[src/rtl/fm_pkg.sv]
// Shared types and helpers for the YM2203/SAA1099 access sequencer.
// Target, access-kind and FSM encodings live here so the top and the bench agree.
package fm_pkg;

   typedef enum logic [1:0] {
      TGT_YM0 = 2'd0,
      TGT_YM1 = 2'd1,
      TGT_SAA = 2'd2
   } tgt_t;

   typedef enum logic [1:0] {
      ACC_ADDR = 2'd0,
      ACC_DATA = 2'd1,
      ACC_READ = 2'd2
   } kind_t;

   typedef enum logic [1:0] {
      ST_IDLE  = 2'd0,
      ST_SETUP = 2'd1,
      ST_PULSE = 2'd2,
      ST_HOLD  = 2'd3
   } state_t;

   localparam logic [4:0] CTRL_PREFIX = 5'b11111;

   typedef struct packed {
      tgt_t       tgt;
      kind_t      kind;
      logic [7:0] data;
   } access_t;

   // Control-word low bits: bit1=0 selects the SAA, otherwise bit0 picks YM0 (1) or YM1 (0).
   function automatic tgt_t ctrl_target(input logic [1:0] sel);
      if (!sel[1]) begin
         return TGT_SAA;
      end
      return sel[0] ? TGT_YM0 : TGT_YM1;
   endfunction

   // A0 polarity differs between the chips: YM A0=0 is address, SAA A0=1 is address.
   function automatic logic a0_value(input tgt_t t, input kind_t k);
      if (t == TGT_SAA) begin
         return (k == ACC_ADDR);
      end
      return (k != ACC_ADDR);
   endfunction

endpackage

[src/rtl/fm_access_timer.sv]
// Phase timer: loads the phase length minus one, counts down, flags done at zero.
// One instance is reused for every phase of the access FSM.
module fm_access_timer #(
   parameter int CNT_W = 5
) (
   input  logic             clk,
   input  logic             rst_n,
   input  logic             load,
   input  logic [CNT_W-1:0] load_val,
   output logic             done
);

   logic [CNT_W-1:0] cnt_reg;

   always_ff @(posedge clk) begin
      if (!rst_n) begin
         cnt_reg <= '0;
      end else if (load) begin
         cnt_reg <= load_val;
      end else if (cnt_reg != '0) begin
         cnt_reg <= cnt_reg - 1'b1;
      end
   end

   assign done = (cnt_reg == '0);

endmodule

[src/rtl/fm_access_seq.sv]
// Bus-cycle sequencer for two YM2203s and one SAA1099, fed by filtered AY-bus events.
// Strobes are registered from the next-state decode so the pins never glitch.
module fm_access_seq
   import fm_pkg::*;
#(
   parameter int YM_SETUP  = 1,
   parameter int YM_PULSE  = 14,
   parameter int YM_HOLD   = 2,
   parameter int SAA_CS2WR = 3,
   parameter int SAA_PULSE = 6,
   parameter int SAA_HOLD  = 2,
   parameter int CNT_W     = 5
) (
   input  logic       clk,
   input  logic       rst_n,
   input  logic       ev_wraddr,
   input  logic       ev_wrdata,
   input  logic       ev_rddata,
   input  logic [7:0] din,
   output logic       busy,
   output logic       ovf,
   output logic [1:0] ym_cs_n,
   output logic       ym_wr_n,
   output logic       ym_rd_n,
   output logic       ym_a0,
   output logic       saa_cs_n,
   output logic       saa_wr_n,
   output logic       saa_a0,
   output logic [7:0] cd_out,
   output logic       cd_oe,
   input  logic [7:0] cd_in,
   output logic [7:0] rd_data,
   output logic       rd_valid,
   output logic [1:0] tgt
);

   state_t     state_reg, state_next;
   tgt_t       tgt_reg, tgt_next;
   access_t    pend_reg, pend_next;
   logic       pend_valid_reg, pend_valid_next;
   tgt_t       cur_tgt_reg, cur_tgt_next;
   kind_t      cur_kind_reg, cur_kind_next;
   logic [7:0] cd_out_reg, cd_out_next;
   logic       ym_a0_reg, ym_a0_next;
   logic       saa_a0_reg, saa_a0_next;
   logic [7:0] rd_data_reg, rd_data_next;
   logic       rd_valid_reg, rd_valid_next;
   logic       ovf_reg, ovf_next;
   logic [1:0] ym_cs_n_reg, ym_cs_n_next;
   logic       ym_wr_n_reg, ym_wr_n_next;
   logic       ym_rd_n_reg, ym_rd_n_next;
   logic       saa_cs_n_reg, saa_cs_n_next;
   logic       saa_wr_n_reg, saa_wr_n_next;
   logic       cd_oe_reg, cd_oe_next;
   logic [1:0] ym_cs_sel;

   logic             timer_load;
   logic [CNT_W-1:0] timer_val;
   logic             timer_done;

   logic    ev_any, is_ctrl, ev_acc, take;
   kind_t   ev_kind;
   access_t new_acc, take_acc;

   function automatic logic [CNT_W-1:0] phase_last(input state_t s, input tgt_t t);
      int n;
      n = 1;
      case (s)
         ST_SETUP: n = (t == TGT_SAA) ? SAA_CS2WR : YM_SETUP;
         ST_PULSE: n = (t == TGT_SAA) ? SAA_PULSE : YM_PULSE;
         ST_HOLD:  n = (t == TGT_SAA) ? SAA_HOLD  : YM_HOLD;
         default:  n = 1;
      endcase
      return CNT_W'(n - 1);
   endfunction

   fm_access_timer #(.CNT_W(CNT_W)) u_timer (
      .clk      (clk),
      .rst_n    (rst_n),
      .load     (timer_load),
      .load_val (timer_val),
      .done     (timer_done)
   );

   // Only the winning event matters; a control write that loses priority is ignored too.
   assign ev_any  = ev_rddata | ev_wrdata | ev_wraddr;
   assign is_ctrl = ev_wraddr & ~ev_rddata & ~ev_wrdata & (din[7:3] == CTRL_PREFIX);
   assign ev_acc  = ev_any & ~is_ctrl;
   assign ev_kind = ev_rddata ? ACC_READ : (ev_wrdata ? ACC_DATA : ACC_ADDR);
   assign new_acc = '{tgt: tgt_reg, kind: ev_kind, data: din};

   always_comb begin
      state_next      = state_reg;
      tgt_next        = tgt_reg;
      pend_next       = pend_reg;
      pend_valid_next = pend_valid_reg;
      cur_tgt_next    = cur_tgt_reg;
      cur_kind_next   = cur_kind_reg;
      cd_out_next     = cd_out_reg;
      ym_a0_next      = ym_a0_reg;
      saa_a0_next     = saa_a0_reg;
      rd_data_next    = rd_data_reg;
      rd_valid_next   = 1'b0;
      ovf_next        = 1'b0;
      timer_load      = 1'b0;
      timer_val       = '0;
      take            = 1'b0;
      take_acc        = new_acc;

      if (is_ctrl) begin
         tgt_next = ctrl_target(din[1:0]);
      end

      case (state_reg)
         ST_IDLE: begin
            // The pending entry goes first; a fresh event refills the slot it frees.
            if (pend_valid_reg) begin
               take            = 1'b1;
               take_acc        = pend_reg;
               pend_valid_next = ev_acc;
               if (ev_acc) begin
                  pend_next = new_acc;
               end
            end else if (ev_acc) begin
               take = 1'b1;
            end
         end
         ST_SETUP: begin
            if (timer_done) begin
               state_next = ST_PULSE;
               timer_load = 1'b1;
               timer_val  = phase_last(ST_PULSE, cur_tgt_reg);
            end
         end
         ST_PULSE: begin
            if (timer_done) begin
               state_next = ST_HOLD;
               timer_load = 1'b1;
               timer_val  = phase_last(ST_HOLD, cur_tgt_reg);
               if (cur_kind_reg == ACC_READ) begin
                  rd_data_next  = cd_in;
                  rd_valid_next = 1'b1;
               end
            end
         end
         ST_HOLD: begin
            if (timer_done) begin
               state_next = ST_IDLE;
            end
         end
         default: state_next = ST_IDLE;
      endcase

      if ((state_reg != ST_IDLE) && ev_acc) begin
         if (!pend_valid_reg) begin
            pend_next       = new_acc;
            pend_valid_next = 1'b1;
         end else begin
            ovf_next = 1'b1;
         end
      end

      if (take) begin
         // The SAA has no read path; answer at once without touching the bus.
         if ((take_acc.tgt == TGT_SAA) && (take_acc.kind == ACC_READ)) begin
            rd_data_next  = 8'hFF;
            rd_valid_next = 1'b1;
         end else begin
            state_next    = ST_SETUP;
            cur_tgt_next  = take_acc.tgt;
            cur_kind_next = take_acc.kind;
            cd_out_next   = take_acc.data;
            timer_load    = 1'b1;
            timer_val     = phase_last(ST_SETUP, take_acc.tgt);
            if (take_acc.tgt == TGT_SAA) begin
               saa_a0_next = a0_value(take_acc.tgt, take_acc.kind);
            end else begin
               ym_a0_next = a0_value(take_acc.tgt, take_acc.kind);
            end
         end
      end
   end

   for (genvar gi = 0; gi < 2; gi++) begin : g_ym_cs
      localparam tgt_t SEL = (gi == 0) ? TGT_YM0 : TGT_YM1;
      assign ym_cs_sel[gi] = (state_next == ST_PULSE) && (cur_tgt_next == SEL);
   end

   always_comb begin
      ym_cs_n_next  = ~ym_cs_sel;
      ym_wr_n_next  = 1'b1;
      ym_rd_n_next  = 1'b1;
      saa_cs_n_next = 1'b1;
      saa_wr_n_next = 1'b1;
      cd_oe_next    = (state_next != ST_IDLE) && (cur_kind_next != ACC_READ);
      if (cur_tgt_next == TGT_SAA) begin
         saa_cs_n_next = !((state_next == ST_SETUP) || (state_next == ST_PULSE));
         saa_wr_n_next = !(state_next == ST_PULSE);
      end else if (state_next == ST_PULSE) begin
         ym_wr_n_next = (cur_kind_next == ACC_READ);
         ym_rd_n_next = (cur_kind_next != ACC_READ);
      end
   end

   always_ff @(posedge clk) begin
      if (!rst_n) begin
         state_reg      <= ST_IDLE;
         tgt_reg        <= TGT_YM0;
         pend_reg       <= '{tgt: TGT_YM0, kind: ACC_ADDR, data: 8'h00};
         pend_valid_reg <= 1'b0;
         cur_tgt_reg    <= TGT_YM0;
         cur_kind_reg   <= ACC_ADDR;
         cd_out_reg     <= 8'hFF;
         ym_a0_reg      <= 1'b0;
         saa_a0_reg     <= 1'b0;
         rd_data_reg    <= 8'hFF;
         rd_valid_reg   <= 1'b0;
         ovf_reg        <= 1'b0;
         ym_cs_n_reg    <= 2'b11;
         ym_wr_n_reg    <= 1'b1;
         ym_rd_n_reg    <= 1'b1;
         saa_cs_n_reg   <= 1'b1;
         saa_wr_n_reg   <= 1'b1;
         cd_oe_reg      <= 1'b0;
      end else begin
         state_reg      <= state_next;
         tgt_reg        <= tgt_next;
         pend_reg       <= pend_next;
         pend_valid_reg <= pend_valid_next;
         cur_tgt_reg    <= cur_tgt_next;
         cur_kind_reg   <= cur_kind_next;
         cd_out_reg     <= cd_out_next;
         ym_a0_reg      <= ym_a0_next;
         saa_a0_reg     <= saa_a0_next;
         rd_data_reg    <= rd_data_next;
         rd_valid_reg   <= rd_valid_next;
         ovf_reg        <= ovf_next;
         ym_cs_n_reg    <= ym_cs_n_next;
         ym_wr_n_reg    <= ym_wr_n_next;
         ym_rd_n_reg    <= ym_rd_n_next;
         saa_cs_n_reg   <= saa_cs_n_next;
         saa_wr_n_reg   <= saa_wr_n_next;
         cd_oe_reg      <= cd_oe_next;
      end
   end

   assign busy     = (state_reg != ST_IDLE);
   assign ovf      = ovf_reg;
   assign ym_cs_n  = ym_cs_n_reg;
   assign ym_wr_n  = ym_wr_n_reg;
   assign ym_rd_n  = ym_rd_n_reg;
   assign ym_a0    = ym_a0_reg;
   assign saa_cs_n = saa_cs_n_reg;
   assign saa_wr_n = saa_wr_n_reg;
   assign saa_a0   = saa_a0_reg;
   assign cd_out   = cd_out_reg;
   assign cd_oe    = cd_oe_reg;
   assign rd_data  = rd_data_reg;
   assign rd_valid = rd_valid_reg;
   assign tgt      = tgt_reg;

endmodule

[config.mk]
export PLATFORM = sky130hd
export DESIGN_NAME = fm_access_seq
export DESIGN_NICKNAME = d
export VERILOG_FILES = /design/src/rtl/fm_pkg.sv /design/src/rtl/fm_access_timer.sv /design/src/rtl/fm_access_seq.sv
export SDC_FILE = /design/constraint.sdc
export NUM_CORES = 1
export LEC_CHECK = 0
export ABC_AREA = 1
export CORE_ASPECT_RATIO = 1.2
export CORE_UTILIZATION = 45
export DETAILED_ROUTE_END_ITERATION = 6
export GPL_ROUTABILITY_DRIVEN = 0
export PLACE_DENSITY = 0.71
export SLEW_MARGIN = 20
export SYNTH_ARGS = -nofsm -noshare
export SYNTH_HDL_FRONTEND = slang
export SYNTH_SLANG_ARGS = --single-unit
[constraint.sdc]
create_clock -name clk -period 2.7 [get_ports clk]
set_input_delay 0.54 -clock clk [delete_from_list [all_inputs] [get_ports clk]]
set_output_delay 0.54 -clock clk [all_outputs]
set_load 0.005 [all_outputs]
==> flow_summary.json <==
{
  "status": "completed",
  "drcViolationCount": 0,
  "synth_compound_area_share_pct": 9.83,
  "r2r_start": "state_reg[0]$_SDFF_PN0_",
  "ir_worst_vdd_v": 0.000498,
  "via_per_inst": 5.09,
  "reg2reg_slack_ps": 350,
  "end_kind": "flip-flop",
  "grt_use_total_pct": 20.3,
  "hold_viol": 0,
  "grt_use_met3_pct": 3.99,
  "netlist_instances": 345,
  "cp-endpoint": "cd_oe$_SDFF_PN0_",
  "antenna_left": 0,
  "start_util_pct": 47.0,
  "grt_pass1_wl_mm": 9.61,
  "finalSetupViolCount": 0,
  "first_iter_violations": 115,
  "hold_start": "pend_reg[9]$_SDFF_PN0_",
  "fin_nets": 425,
  "setup_tns_ps": 0,
  "path_max_fanout": 7,
  "multi_input_area_sq_um": 1230,
  "fill_cells": 525,
  "hold_buffers": 0,
  "rsz0062_at_grt": "no",
  "synth-simple-area-share_pct": 33.6,
  "antenna_found_initial": 0,
  "core-area_sq_um": 5330,
  "p_leak_nw": 1.43,
  "maxCapViolations": 0,
  "syn_to_final_growth_pct": 25.5,
  "synth_top_area_cell": "dfxtp_1",
  "critPathRequiredTime_ps": 2950,
  "diodes": 0,
  "hold_class": "flip-flop to flip-flop",
  "critPathLaunch": "state_reg[0]$_SDFF_PN0_",
  "use_met2_pct": 36.0,
  "fin_skew_ps": 7.48,
  "die_area_sq_um": 5880,
  "portBuffers": 50,
  "htreeDepth": 2,
  "postCtsSetupBuffers": 0,
  "synthesis.nets": 375,
  "cts-root-buf": "clkbuf_8",
  "synthMuxAreaShare_pct": 0,
  "grt_max_degree": 24,
  "synthFlopType": "dfxtp_1",
  "cp.arrival_ps": 2600,
  "tightestPinTransition_ps": 677,
  "synth_top_cell_area_share_pct": 42.3,
  "synth_area_sq_um": 2510,
  "synthAdderAreaFrac_pct": 4.49,
  "synth_edf_count": 0,
  "ys_ff_latch": 53,
  "cts_buffer_depth": 2,
  "largest_register_ffs": 12,
  "seq_area_sq_um": 1060,
  "grt_pass1_vias": 2128,
  "fin_ws_ps": 350,
  "synth_xor_area_share_pct": 1.05,
  "vias": 2330,
  "cts_buffers": 5,
  "synth.area.top_cells": "dfxtp_1, nand2_1, nor2_1",
  "final_common_cell": "nand2_1",
  "grt.met1_usage_pct": 24.9,
  "grt_overflow": 0,
  "mostFrequentLayoutCells": "nand2_1, dfxtp_1, clkdlybuf4s50_1, nor2_1, inv_1",
  "cts_tree": "built",
  "yosysUniqueCellTypes": 34,
  "drive_gt1_share_pct": 7.07,
  "ys_async_sr_fraction_pct": 0,
  "cts_resized": 0,
  "max_clock_freq_mhz": 426,
  "std_cell_rows": 29,
  "hpwl_mm": 4.10,
  "syn_avg_cell_area_sq_um": 7.27,
  "grt_busiest_layer": "met2",
  "die_w_um": 70.1,
  "dr.pass1.iters": 4,
  "synth_top_family_by_area": "simple AND/OR/NAND/NOR gates",
  "ys_warn_count": 0,
  "maxSlewHeadroom_pct": 54.8,
  "dieHeight_um": 83.8,
  "top_level_ports": 51,
  "critPathKind": "flip-flop to flip-flop",
  "avgRoutedWirePerCell_um": 12.2,
  "preCtsSetupSlack_ps": 202,
  "r2r_end": "cd_oe$_SDFF_PN0_",
  "slew_viol_final": 0,
  "cts.sinks": 53,
  "r2r_cells": 12,
  "fin_crit_sh_pct": 87.0,
  "wl_mm": 5.57,
  "yosysSeqAreaShare_pct": 42.3,
  "cts.clk_slew.worst_paths_ps": 100,
  "cp-start-kind": "flip-flop",
  "power.density_nw_per_um2": 959,
  "insertion_delay_ps": 310,
  "fin_crit_ps": 2350
}
-- critical path, stage by stage (launching register included) --
cell and delay, ps:
dfxtp_1 390, inv_1 100, ha_1 310, nand2_2 180
nand2_1 90, nand2_1 200, nor2_8 70, nand2_4 90
nand2_8 60, and2_1 180, ha_1 190, or2_2 290
nor2_1 120
-- logic make-up (layout without fill, tap and decap cells) --
family,count (synthesis),count (layout)
flip-flops,53,53
buffers and inverters,52,103
adder cells (fa/ha/maj),9,9
AO/OA/AOI/OAI,47,47
AND/OR/NAND/NOR,181,181
XOR/XNOR,3,3
-- metal layers --
layer	share of wire, %	vias up
li1	-	1212
met1	45	1062
met2	50	51
met3	3.7	5
met4	0.97	0
met5	0	-
-- worst min path at each step --
| stage | to | cells after the start |
|---|---|---|
| 2_1_floorplan | pend_reg[9]$_SDFF_PN0_ | 2 |
| 3_3_place_gp | pend_reg[9]$_SDFF_PN0_ | 2 |
| 3_5_place_dp | pend_reg[9]$_SDFF_PN0_ | 2 |
| 4_1_cts | pend_reg[9]$_SDFF_PN0_ | 2 |
| 5_1_grt | pend_reg[9]$_SDFF_PN0_ | 2 |
| 6_report | pend_reg[9]$_SDFF_PN0_ | 2 |
-- report_power, final --
group          internal (mW)  switching, mW  total, mW
registers              0.981          0.104       1.08
clock network          0.183          0.262      0.446
logic                  0.583          0.905       1.49
-- cell type report --
type	instances	area share, %
tap	62	2.47
sequential	53	33.7
clock buffer	6	2.31
clock inverter	2	0.477
inverter	39	4.65
multi-input combinational	240	39.0
timing repair buffer	56	17.3
-- cells in the mapped netlist, drive strengths merged, types with 2 or more instances --
| cell | instances |
|---|---|
| a21oi | 27 |
| buf | 6 |
| clkbuf | 7 |
| dfxtp | 53 |
| ha | 9 |
| inv | 39 |
| nand2 | 77 |
| nand3 | 33 |
| nand4 | 9 |
| nor2 | 52 |
| nor3 | 5 |
| o21ai | 16 |
| xor2 | 2 |
-- metrics by stage --
| stage | instances | util (%) | hold slack, ps | power, mW | cell area, sq um |
|---|---|---|---|---|---|
| final | 458 | 59.0 | 467 | 3.02 | 3150 |
| after global routing | 458 | 59.0 | 478 | 3.29 | 3150 |
| after CTS | 458 | 59.0 | 467 | 3.04 | 3150 |
| after detailed placement | 450 | 57.4 | 454 | 2.58 | 3060 |
| after global placement | 450 | 57.4 | 452 | 2.55 | 3060 |
| after floorplan | 345 | - | 440 | 2.17 | 2510 |
Note: power is estimated with default switching activity, not from simulation.
